[config.mk]
export PLATFORM = sky130hd
export DESIGN_NAME = multicycle_ctrl_fsm_flat
export DESIGN_NICKNAME = d
export VERILOG_FILES = /design/src/rtl/multicycle_ctrl_fsm_if.sv /design/src/rtl/multicycle_ctrl_fsm.sv /design/src/flat_wrapper.sv
export SDC_FILE = /design/constraint.sdc
export NUM_CORES = 1
export LEC_CHECK = 0
export ABC_AREA = 1
export CAP_MARGIN = 10
export CORE_UTILIZATION = 30
export CTS_BUF_LIST = sky130_fd_sc_hd__clkbuf_16
export CTS_CLUSTER_DIAMETER = 30
export CTS_CLUSTER_SIZE = 40
export DETAILED_ROUTE_END_ITERATION = 10
export GPL_ROUTABILITY_DRIVEN = 0
export SYNTH_ARGS = -nofsm -noshare
export SYNTH_HDL_FRONTEND = slang
export SYNTH_SLANG_ARGS = --single-unit
[constraint.sdc]
create_clock -name clk -period 1.96 [get_ports clk]
set_input_delay 0.196 -clock clk [delete_from_list [all_inputs] [get_ports clk]]
set_output_delay 0.196 -clock clk [all_outputs]
set_load 0.005 [all_outputs]
[src/rtl/multicycle_ctrl_fsm_if.sv]
// Control bundle between the multicycle control FSM (master) and the datapath (slave).
// The datapath sends the opcode and receives the strobes, mux selects and status. ILLEGAL_TRAP_EN adds illegal_op.
interface multicycle_ctrl_fsm_if #(
    parameter int CNT_W = 16
);
    logic [3:0]       opcode;
    logic             PCWrite, PCWriteCond, BNEq, IRd, IRWr, MemRd, MemWr, RegWrite;
    logic             RegDst, MemToReg, SESF, JE, ALUSrcA;
    logic [1:0]       R1Src, ALUSrcB, PCSrc;
    logic [2:0]       ALUCtrl;
    logic [3:0]       state_o;
    logic             halted;
    logic [CNT_W-1:0] instret;
`ifdef ILLEGAL_TRAP_EN
    logic             illegal_op;
`endif

    modport master (
        input  opcode,
`ifdef ILLEGAL_TRAP_EN
        output illegal_op,
`endif
        output PCWrite, PCWriteCond, BNEq, IRd, IRWr, MemRd, MemWr, RegWrite,
        output RegDst, MemToReg, SESF, JE, ALUSrcA,
        output R1Src, ALUSrcB, PCSrc, ALUCtrl,
        output state_o, halted, instret
    );

    modport slave (
        output opcode,
`ifdef ILLEGAL_TRAP_EN
        input  illegal_op,
`endif
        input  PCWrite, PCWriteCond, BNEq, IRd, IRWr, MemRd, MemWr, RegWrite,
        input  RegDst, MemToReg, SESF, JE, ALUSrcA,
        input  R1Src, ALUSrcB, PCSrc, ALUCtrl,
        input  state_o, halted, instret
    );
endinterface

[src/rtl/multicycle_ctrl_fsm.sv]
// Multicycle control FSM for the 16-bit RISC core: one state per clk, Moore strobes, instret and halt flag.
// Latency: R/ADDI/SW 4 cycles, LW 5, BEQ/BNE/JMP/JR 3. There is no backpressure; rst overrides everything.
// Build option ILLEGAL_TRAP_EN: opcode 0xF traps to HALT and sets a sticky illegal_op. Without it, 0xF is a NOP.
module multicycle_ctrl_fsm #(
    parameter int CNT_W = 16
) (
    input  logic                  clk,
    input  logic                  rst,
    multicycle_ctrl_fsm_if.master ctl
);

    localparam logic [3:0] S_FETCH    = 4'd0;
    localparam logic [3:0] S_DECODE   = 4'd1;
    localparam logic [3:0] S_EX_R     = 4'd2;
    localparam logic [3:0] S_EX_I     = 4'd3;
    localparam logic [3:0] S_WB_ALU   = 4'd4;
    localparam logic [3:0] S_MEM_ADDR = 4'd5;
    localparam logic [3:0] S_MEM_RD   = 4'd6;
    localparam logic [3:0] S_MEM_WB   = 4'd7;
    localparam logic [3:0] S_MEM_WR   = 4'd8;
    localparam logic [3:0] S_BRANCH   = 4'd9;
    localparam logic [3:0] S_JUMP     = 4'd10;
    localparam logic [3:0] S_JR       = 4'd11;
    localparam logic [3:0] S_HALT     = 4'd12;

    localparam logic [3:0] OP_ADDI = 4'h7;
    localparam logic [3:0] OP_LW   = 4'h8;
    localparam logic [3:0] OP_SW   = 4'h9;
    localparam logic [3:0] OP_BEQ  = 4'hA;
    localparam logic [3:0] OP_BNE  = 4'hB;
    localparam logic [3:0] OP_JMP  = 4'hC;
    localparam logic [3:0] OP_JR   = 4'hD;
    localparam logic [3:0] OP_HALT = 4'hE;

    localparam logic [2:0] ALU_ADD = 3'b000;
    localparam logic [2:0] ALU_SUB = 3'b001;

    localparam logic [1:0] R1_RB = 2'd1;
    localparam logic [1:0] R1_RA = 2'd2;

    logic [3:0]       state, state_nxt;
    logic [CNT_W-1:0] instret_q;
    logic             halted_q;

    logic       pc_write, pc_write_cond, bneq, ir_rd, ir_wr, mem_rd, mem_wr, reg_write;
    logic       mem_to_reg, sesf, je, alu_src_a;
    logic [1:0] r1_src, alu_src_b, pc_src;
    logic [2:0] alu_ctrl;

    always_comb begin
        state_nxt = S_FETCH;
        case (state)
            S_FETCH:  state_nxt = S_DECODE;
            S_DECODE: begin
                if (ctl.opcode <= 4'h6) begin
                    state_nxt = S_EX_R;
                end else begin
                    case (ctl.opcode)
                        OP_ADDI:        state_nxt = S_EX_I;
                        OP_LW, OP_SW:   state_nxt = S_MEM_ADDR;
                        OP_BEQ, OP_BNE: state_nxt = S_BRANCH;
                        OP_JMP:         state_nxt = S_JUMP;
                        OP_JR:          state_nxt = S_JR;
                        OP_HALT:        state_nxt = S_HALT;
`ifdef ILLEGAL_TRAP_EN
                        default:        state_nxt = S_HALT;
`else
                        default:        state_nxt = S_FETCH;
`endif
                    endcase
                end
            end
            S_EX_R, S_EX_I: state_nxt = S_WB_ALU;
            S_MEM_ADDR:     state_nxt = (ctl.opcode == OP_SW) ? S_MEM_WR : S_MEM_RD;
            S_MEM_RD:       state_nxt = S_MEM_WB;
            S_HALT:         state_nxt = S_HALT;
            default:        state_nxt = S_FETCH;
        endcase
    end

    always_ff @(posedge clk) begin
        if (rst) begin
            state     <= S_FETCH;
            instret_q <= '0;
            halted_q  <= 1'b0;
        end else begin
            state <= state_nxt;
            // HALT never returns to FETCH, so it never retires.
            if (state_nxt == S_FETCH && state != S_FETCH)
                instret_q <= instret_q + CNT_W'(1);
            if (state_nxt == S_HALT)
                halted_q <= 1'b1;
        end
    end

`ifdef ILLEGAL_TRAP_EN
    logic illegal_q;

    always_ff @(posedge clk) begin
        if (rst)
            illegal_q <= 1'b0;
        else if (state == S_DECODE && ctl.opcode == 4'hF)
            illegal_q <= 1'b1;
    end

    assign ctl.illegal_op = illegal_q;
`endif

    always_comb begin
        pc_write      = 1'b0;
        pc_write_cond = 1'b0;
        bneq          = 1'b0;
        ir_rd         = 1'b0;
        ir_wr         = 1'b0;
        mem_rd        = 1'b0;
        mem_wr        = 1'b0;
        reg_write     = 1'b0;
        mem_to_reg    = 1'b0;
        sesf          = 1'b0;
        je            = 1'b0;
        alu_src_a     = 1'b0;
        r1_src        = 2'd0;
        alu_src_b     = 2'd0;
        pc_src        = 2'd0;
        alu_ctrl      = ALU_ADD;

        if (state != S_FETCH) begin
            if (ctl.opcode <= 4'h6 || ctl.opcode == OP_LW || ctl.opcode == OP_SW)
                r1_src = R1_RB;
            else if (ctl.opcode == OP_ADDI)
                r1_src = R1_RA;
        end

        case (state)
            S_FETCH: begin
                ir_rd     = 1'b1;
                ir_wr     = 1'b1;
                alu_src_b = 2'd1;
                pc_src    = 2'd2;
                pc_write  = 1'b1;
            end
            S_DECODE:   alu_src_b = 2'd3;
            S_EX_R: begin
                alu_src_a = 1'b1;
                alu_ctrl  = ctl.opcode[2:0];
            end
            S_EX_I: begin
                alu_src_a = 1'b1;
                alu_src_b = 2'd2;
                sesf      = 1'b1;
            end
            S_WB_ALU:   reg_write = 1'b1;
            S_MEM_ADDR: alu_src_a = 1'b1;
            S_MEM_RD:   mem_rd = 1'b1;
            S_MEM_WB: begin
                reg_write  = 1'b1;
                mem_to_reg = 1'b1;
            end
            S_MEM_WR:   mem_wr = 1'b1;
            S_BRANCH: begin
                alu_src_a     = 1'b1;
                alu_ctrl      = ALU_SUB;
                pc_write_cond = 1'b1;
                bneq          = (ctl.opcode == OP_BNE);
            end
            S_JUMP: begin
                alu_src_b = 2'd2;
                je        = 1'b1;
                pc_src    = 2'd2;
                pc_write  = 1'b1;
            end
            S_JR: begin
                pc_src   = 2'd1;
                pc_write = 1'b1;
            end
            default: ;
        endcase
    end

    // Strobes are gated combinationally so a reset cycle never issues a partial write.
    assign ctl.PCWrite     = pc_write      & ~rst;
    assign ctl.PCWriteCond = pc_write_cond & ~rst;
    assign ctl.BNEq        = bneq          & ~rst;
    assign ctl.IRd         = ir_rd         & ~rst;
    assign ctl.IRWr        = ir_wr         & ~rst;
    assign ctl.MemRd       = mem_rd        & ~rst;
    assign ctl.MemWr       = mem_wr        & ~rst;
    assign ctl.RegWrite    = reg_write     & ~rst;

    assign ctl.RegDst   = 1'b0;
    assign ctl.MemToReg = mem_to_reg;
    assign ctl.SESF     = sesf;
    assign ctl.JE       = je;
    assign ctl.ALUSrcA  = alu_src_a;
    assign ctl.R1Src    = r1_src;
    assign ctl.ALUSrcB  = alu_src_b;
    assign ctl.PCSrc    = pc_src;
    assign ctl.ALUCtrl  = alu_ctrl;
    assign ctl.state_o  = state;
    assign ctl.halted   = halted_q;
    assign ctl.instret  = instret_q;

endmodule

[src/flat_wrapper.sv]
// flat-port wrapper written by rule: the top's interface ports become plain ports
module multicycle_ctrl_fsm_flat 
#(
    parameter int CNT_W = 16
)
  (clk, rst, ctl_opcode, ctl_PCWrite, ctl_PCWriteCond, ctl_BNEq, ctl_IRd, ctl_IRWr, ctl_MemRd, ctl_MemWr, ctl_RegWrite, ctl_RegDst, ctl_MemToReg, ctl_SESF, ctl_JE, ctl_ALUSrcA, ctl_R1Src, ctl_ALUSrcB, ctl_PCSrc, ctl_ALUCtrl, ctl_state_o, ctl_halted, ctl_instret);
  multicycle_ctrl_fsm_if #(.CNT_W(CNT_W)) ctl_i ();
  input  logic clk;
  input  logic rst;
  input wire logic [$bits(ctl_i.opcode)-1:0] ctl_opcode;
  output wire logic [$bits(ctl_i.PCWrite)-1:0] ctl_PCWrite;
  output wire logic [$bits(ctl_i.PCWriteCond)-1:0] ctl_PCWriteCond;
  output wire logic [$bits(ctl_i.BNEq)-1:0] ctl_BNEq;
  output wire logic [$bits(ctl_i.IRd)-1:0] ctl_IRd;
  output wire logic [$bits(ctl_i.IRWr)-1:0] ctl_IRWr;
  output wire logic [$bits(ctl_i.MemRd)-1:0] ctl_MemRd;
  output wire logic [$bits(ctl_i.MemWr)-1:0] ctl_MemWr;
  output wire logic [$bits(ctl_i.RegWrite)-1:0] ctl_RegWrite;
  output wire logic [$bits(ctl_i.RegDst)-1:0] ctl_RegDst;
  output wire logic [$bits(ctl_i.MemToReg)-1:0] ctl_MemToReg;
  output wire logic [$bits(ctl_i.SESF)-1:0] ctl_SESF;
  output wire logic [$bits(ctl_i.JE)-1:0] ctl_JE;
  output wire logic [$bits(ctl_i.ALUSrcA)-1:0] ctl_ALUSrcA;
  output wire logic [$bits(ctl_i.R1Src)-1:0] ctl_R1Src;
  output wire logic [$bits(ctl_i.ALUSrcB)-1:0] ctl_ALUSrcB;
  output wire logic [$bits(ctl_i.PCSrc)-1:0] ctl_PCSrc;
  output wire logic [$bits(ctl_i.ALUCtrl)-1:0] ctl_ALUCtrl;
  output wire logic [$bits(ctl_i.state_o)-1:0] ctl_state_o;
  output wire logic [$bits(ctl_i.halted)-1:0] ctl_halted;
  output wire logic [$bits(ctl_i.instret)-1:0] ctl_instret;
  assign ctl_i.opcode = ctl_opcode;
  assign ctl_PCWrite = ctl_i.PCWrite;
  assign ctl_PCWriteCond = ctl_i.PCWriteCond;
  assign ctl_BNEq = ctl_i.BNEq;
  assign ctl_IRd = ctl_i.IRd;
  assign ctl_IRWr = ctl_i.IRWr;
  assign ctl_MemRd = ctl_i.MemRd;
  assign ctl_MemWr = ctl_i.MemWr;
  assign ctl_RegWrite = ctl_i.RegWrite;
  assign ctl_RegDst = ctl_i.RegDst;
  assign ctl_MemToReg = ctl_i.MemToReg;
  assign ctl_SESF = ctl_i.SESF;
  assign ctl_JE = ctl_i.JE;
  assign ctl_ALUSrcA = ctl_i.ALUSrcA;
  assign ctl_R1Src = ctl_i.R1Src;
  assign ctl_ALUSrcB = ctl_i.ALUSrcB;
  assign ctl_PCSrc = ctl_i.PCSrc;
  assign ctl_ALUCtrl = ctl_i.ALUCtrl;
  assign ctl_state_o = ctl_i.state_o;
  assign ctl_halted = ctl_i.halted;
  assign ctl_instret = ctl_i.instret;
  multicycle_ctrl_fsm #(.CNT_W(CNT_W)) u_core (.clk(clk), .rst(rst), .ctl(ctl_i));
endmodule
==> impl_metrics.tcl <==
set metrics [dict create \
    avgRoutedWirePerCell_um 11.1 \
    grt_remaining_overflow 0 \
    layout-drive-gt1-share_pct 16.5 \
    area_of_the_core_um2 4720 \
    final_core_utilization_pct 46.1 \
    yosys.cell_count.top_type "sky130_fd_sc_hd__nand2_1" \
    diodes 0 \
    synth_sequential_area_ratio_pct 28.5 \
    tritoncts_clock_tree "built" \
    die-width_um 72.2 \
    cap_viol_max_count 0 \
    cts_hold_buf 0 \
    power.leakage_nw 0.869 \
    netlist_top_cells_area "sky130_fd_sc_hd__dfxtp_1, sky130_fd_sc_hd__nand2_1, sky130_fd_sc_hd__nand3_1" \
    setup.worst_path.class "reg -> out" \
    critical_path_depth 6 \
    netlist.area_leader.share_pct 28.5 \
    synthesis.nets 244 \
    number_of_synthesized_register_bits 21 \
    cpMostUsedCell "sky130_fd_sc_hd__nor2_4" \
    slowest_stage "sky130_fd_sc_hd__clkdlybuf4s50_1" \
    dieHeight_um 72.2 \
    grt_start_max_net_pins 16 \
    detailed_place_hpwl_um 3060 \
    swShare_pct 34.3 \
    rows 25 \
    endpoint_kind "output port" \
    cts_root_buf "sky130_fd_sc_hd__clkbuf_16" \
    cell_family_contributing_the_most_delay_on_the_critical_path "buffers and inverters" \
    r2r_start "u_core.ctl.state_o[3]$_SDFF_PP0_" \
    first_pass_iters 7 \
    via_count_of_the_first_global_routing_pass 1450 \
    setup.reg_to_reg.worst_slack_ns 0.26 \
    p_clk_share_pct 28.0 \
    yosysTopAreaCell "sky130_fd_sc_hd__dfxtp_1" \
    met2WireLength_um 1990 \
    synth_common_cells "sky130_fd_sc_hd__nand2_1, sky130_fd_sc_hd__nor2_1, sky130_fd_sc_hd__nand3_1" \
    failing_checks "DRC" \
    rsz_0062_raised_after_global_routing "true" \
    floorplan.initialDensity_pct 31.3 \
    ant_nets 0 \
    run_status "complete, but fails checks" \
    crit_path_end "ctl_IRWr" \
    worstPathMaxFanout 6 \
    worst_hold_path_type "reg -> reg" \
    clock_path_buffers 2 \
    synthDistinctLibCells 25 \
    sequentialPowerShare_pct 32.0 \
    vdd.ir_drop.worst_mv 0.274 \
    cts.reportedPaths.clkPinSlew_ns 0.05 \
    crit_path_cell_trace "nor2_4 > inv_2 > nor2_4 > inv_1 > nor2_2 > clkdlybuf4s50_1" \
    netlist_area_um2 1480 \
    ioPinCount 49 \
    syn_to_final_growth_pct 47.5 \
    power_mw 1.53 \
    postRouteWirelength_um 3990 \
    numPortBuffers 47 \
    period_needed_ns 1.89 \
    slew_viol_final 0 \
    worstRegToRegCells 10 \
    drtIter0Drc 76 \
    layout.nets 299 \
    yosys_warnings 0 \
    synth_cells 237 \
    finish_stage_setup_viols 0 \
    finClkSkew_ns 0.00634 \
    cts.htree.levels 1 \
    initial_antenna_violation_count 0 \
    synth_edf_count 0 \
    worst_setup_path_start_kind "flip-flop" \
    cp.arrival_ns 1.70 \
    cpPeakStageDelay_ns 0.51 \
    tritoncts_num_sinks 21 \
    maxUsedRoutingLayer "met4" \
    critPathRequiredTime_ns 1.76 \
    met1_length_um 1830 \
    share_of_async_settable_or_async_resettable_flops_after_synthesis_pct 0 \
    drc 2 \
    intPower_mw 1.00 \
    timing_hold_violations_final 0 \
    worstReg2RegEnd "u_core.ctl.instret[10]$_SDFFE_PP0P_" \
    maxClockFrequency_ghz 0.529 \
    met3_wirelength_um 133 \
    synth_top_flop_cell "sky130_fd_sc_hd__dfxtp_1" \
    vias 1639 \
    clkLatencyLatePin_ns 0.25 \
    die_area_um2 5210 \
    layout_worst_path_cycle_share_pct 96.5 \
    total_switching_power_mw 0.525 \
    via_per_inst 4.58 \
    startpoint "u_core.ctl.state_o[1]$_SDFF_PP0_" \
    postSynthAreaPerCell_um2 6.23 \
    timing.critical_path.buf_inv 3 \
    grt_use_total_pct 15.5 \
    grt_pass1_wl_um 6560 \
    share_of_power_burned_in_combinational_logic_pct 40.1 \
    power_per_cell_area_nw_per_um2 701 \
    tritoncts.num_buffers 3 \
]
==> tightest hold or removal path, stage by stage, from the launching register on <==
cell	delay (ns)
sky130_fd_sc_hd__dfxtp_1	0.33
sky130_fd_sc_hd__a21oi_1	0.05
sky130_fd_sc_hd__nor2_1	0.07
==> power groups by stage <==
stage / Sequential (mW) / Combinational [mW] / Clock (mW)
after floorplan: 0.488 / 0.350 / 0
after global placement: 0.490 / 0.584 / 0
after detailed placement: 0.490 / 0.583 / 0
after CTS: 0.482 / 0.594 / 0.441
after global routing: 0.492 / 0.668 / 0.455
final: 0.489 / 0.612 / 0.427
==> metal layers <==
layer	global-route usage (%)	up-vias
li1	-	870
met1	20.1	735
met2	26.9	30
met3	2.64	4
met4	3.27	0
met5	0	-
==> through the flow <==
stage          area (µm²)  hold slack (ns)  std cells  setup TNS [ns]  setup slack [ns]
2_1_floorplan        1480            0.265        237               0             0.432
3_3_place_gp         2040            0.476        353               0            0.0766
3_5_place_dp         2040            0.479        353               0            0.0231
4_1_cts              2140            0.498        357               0          0.000658
5_1_grt              2180            0.540        358         -0.0199           -0.0199
6_report             2180            0.483        358               0            0.0685
==> cells by family (layout without fill, tap and decap cells) <==
| group | count (synthesis) | in the layout | synth area share [%] |
|---|---|---|---|
| flip-flops | 21 | 21 | 28.5 |
| buffers and inverters | 31 | 85 | 9.91 |
| AND/OR/NAND/NOR | 145 | 145 | 44.4 |
| AO/OA/AOI/OAI | 27 | 27 | 9.65 |
| adder cells (fa/ha/maj) | 1 | 1 | 0.847 |
| other | 1 | 1 | 0.254 |
| XOR/XNOR | 11 | 11 | 6.52 |
==> final cells by class <==
cell class	count	area (µm²)
timing repair buffer	57	551
clock buffer	3	75.1
tap	67	83.8
inverter	24	90.1
fill	484	2540
clock inverter	1	3.75
multi-input combinational	185	951
sequential	21	425
==> registers in the layout, summed over array words and instances, names as in the netlist <==
name,flops
u_core.ctl.instret,16
u_core.ctl.state_o,4
u_core.ctl.halted,1
==> worst min path at each step <==
stage,cells after the start,end,slack (ns),startpoint
3_5_place_dp,2,u_core.ctl.halted$_SDFFE_PP0N_,0.48,u_core.ctl.halted$_SDFFE_PP0N_
4_1_cts,2,u_core.ctl.halted$_SDFFE_PP0N_,0.50,u_core.ctl.halted$_SDFFE_PP0N_
6_report,2,u_core.ctl.halted$_SDFFE_PP0N_,0.48,u_core.ctl.halted$_SDFFE_PP0N_
2_1_floorplan,1,u_core.ctl.state_o[2]$_SDFF_PP0_,0.27,rst
5_1_grt,2,u_core.ctl.instret[1]$_SDFFE_PP0P_,0.54,u_core.ctl.instret[1]$_SDFFE_PP0P_
3_3_place_gp,2,u_core.ctl.halted$_SDFFE_PP0N_,0.48,u_core.ctl.halted$_SDFFE_PP0N_
==> placed cells by master, fill, tap and decap left out, types with 6 or more instances in the layout <==
master and instances:
sky130_fd_sc_hd__nor2_2 7, sky130_fd_sc_hd__nand2_1 56, sky130_fd_sc_hd__clkdlybuf4s50_1 45, sky130_fd_sc_hd__a21oi_1 19
sky130_fd_sc_hd__nand3_1 28, sky130_fd_sc_hd__nand2_2 7, sky130_fd_sc_hd__nor2_4 6, sky130_fd_sc_hd__buf_4 10
sky130_fd_sc_hd__inv_1 19, sky130_fd_sc_hd__dfxtp_1 17, sky130_fd_sc_hd__inv_2 6, sky130_fd_sc_hd__xor2_1 7
sky130_fd_sc_hd__nor2_1 31
==> what timing repair did <==
item / 4_1_cts / 5_1_grt
setup buffers: 0 / 1
pin swaps: 1 / 3
setup endpoints to repair: 6 / 12
gates resized for setup: 5 / 13
(Power assumes the default switching activity.)
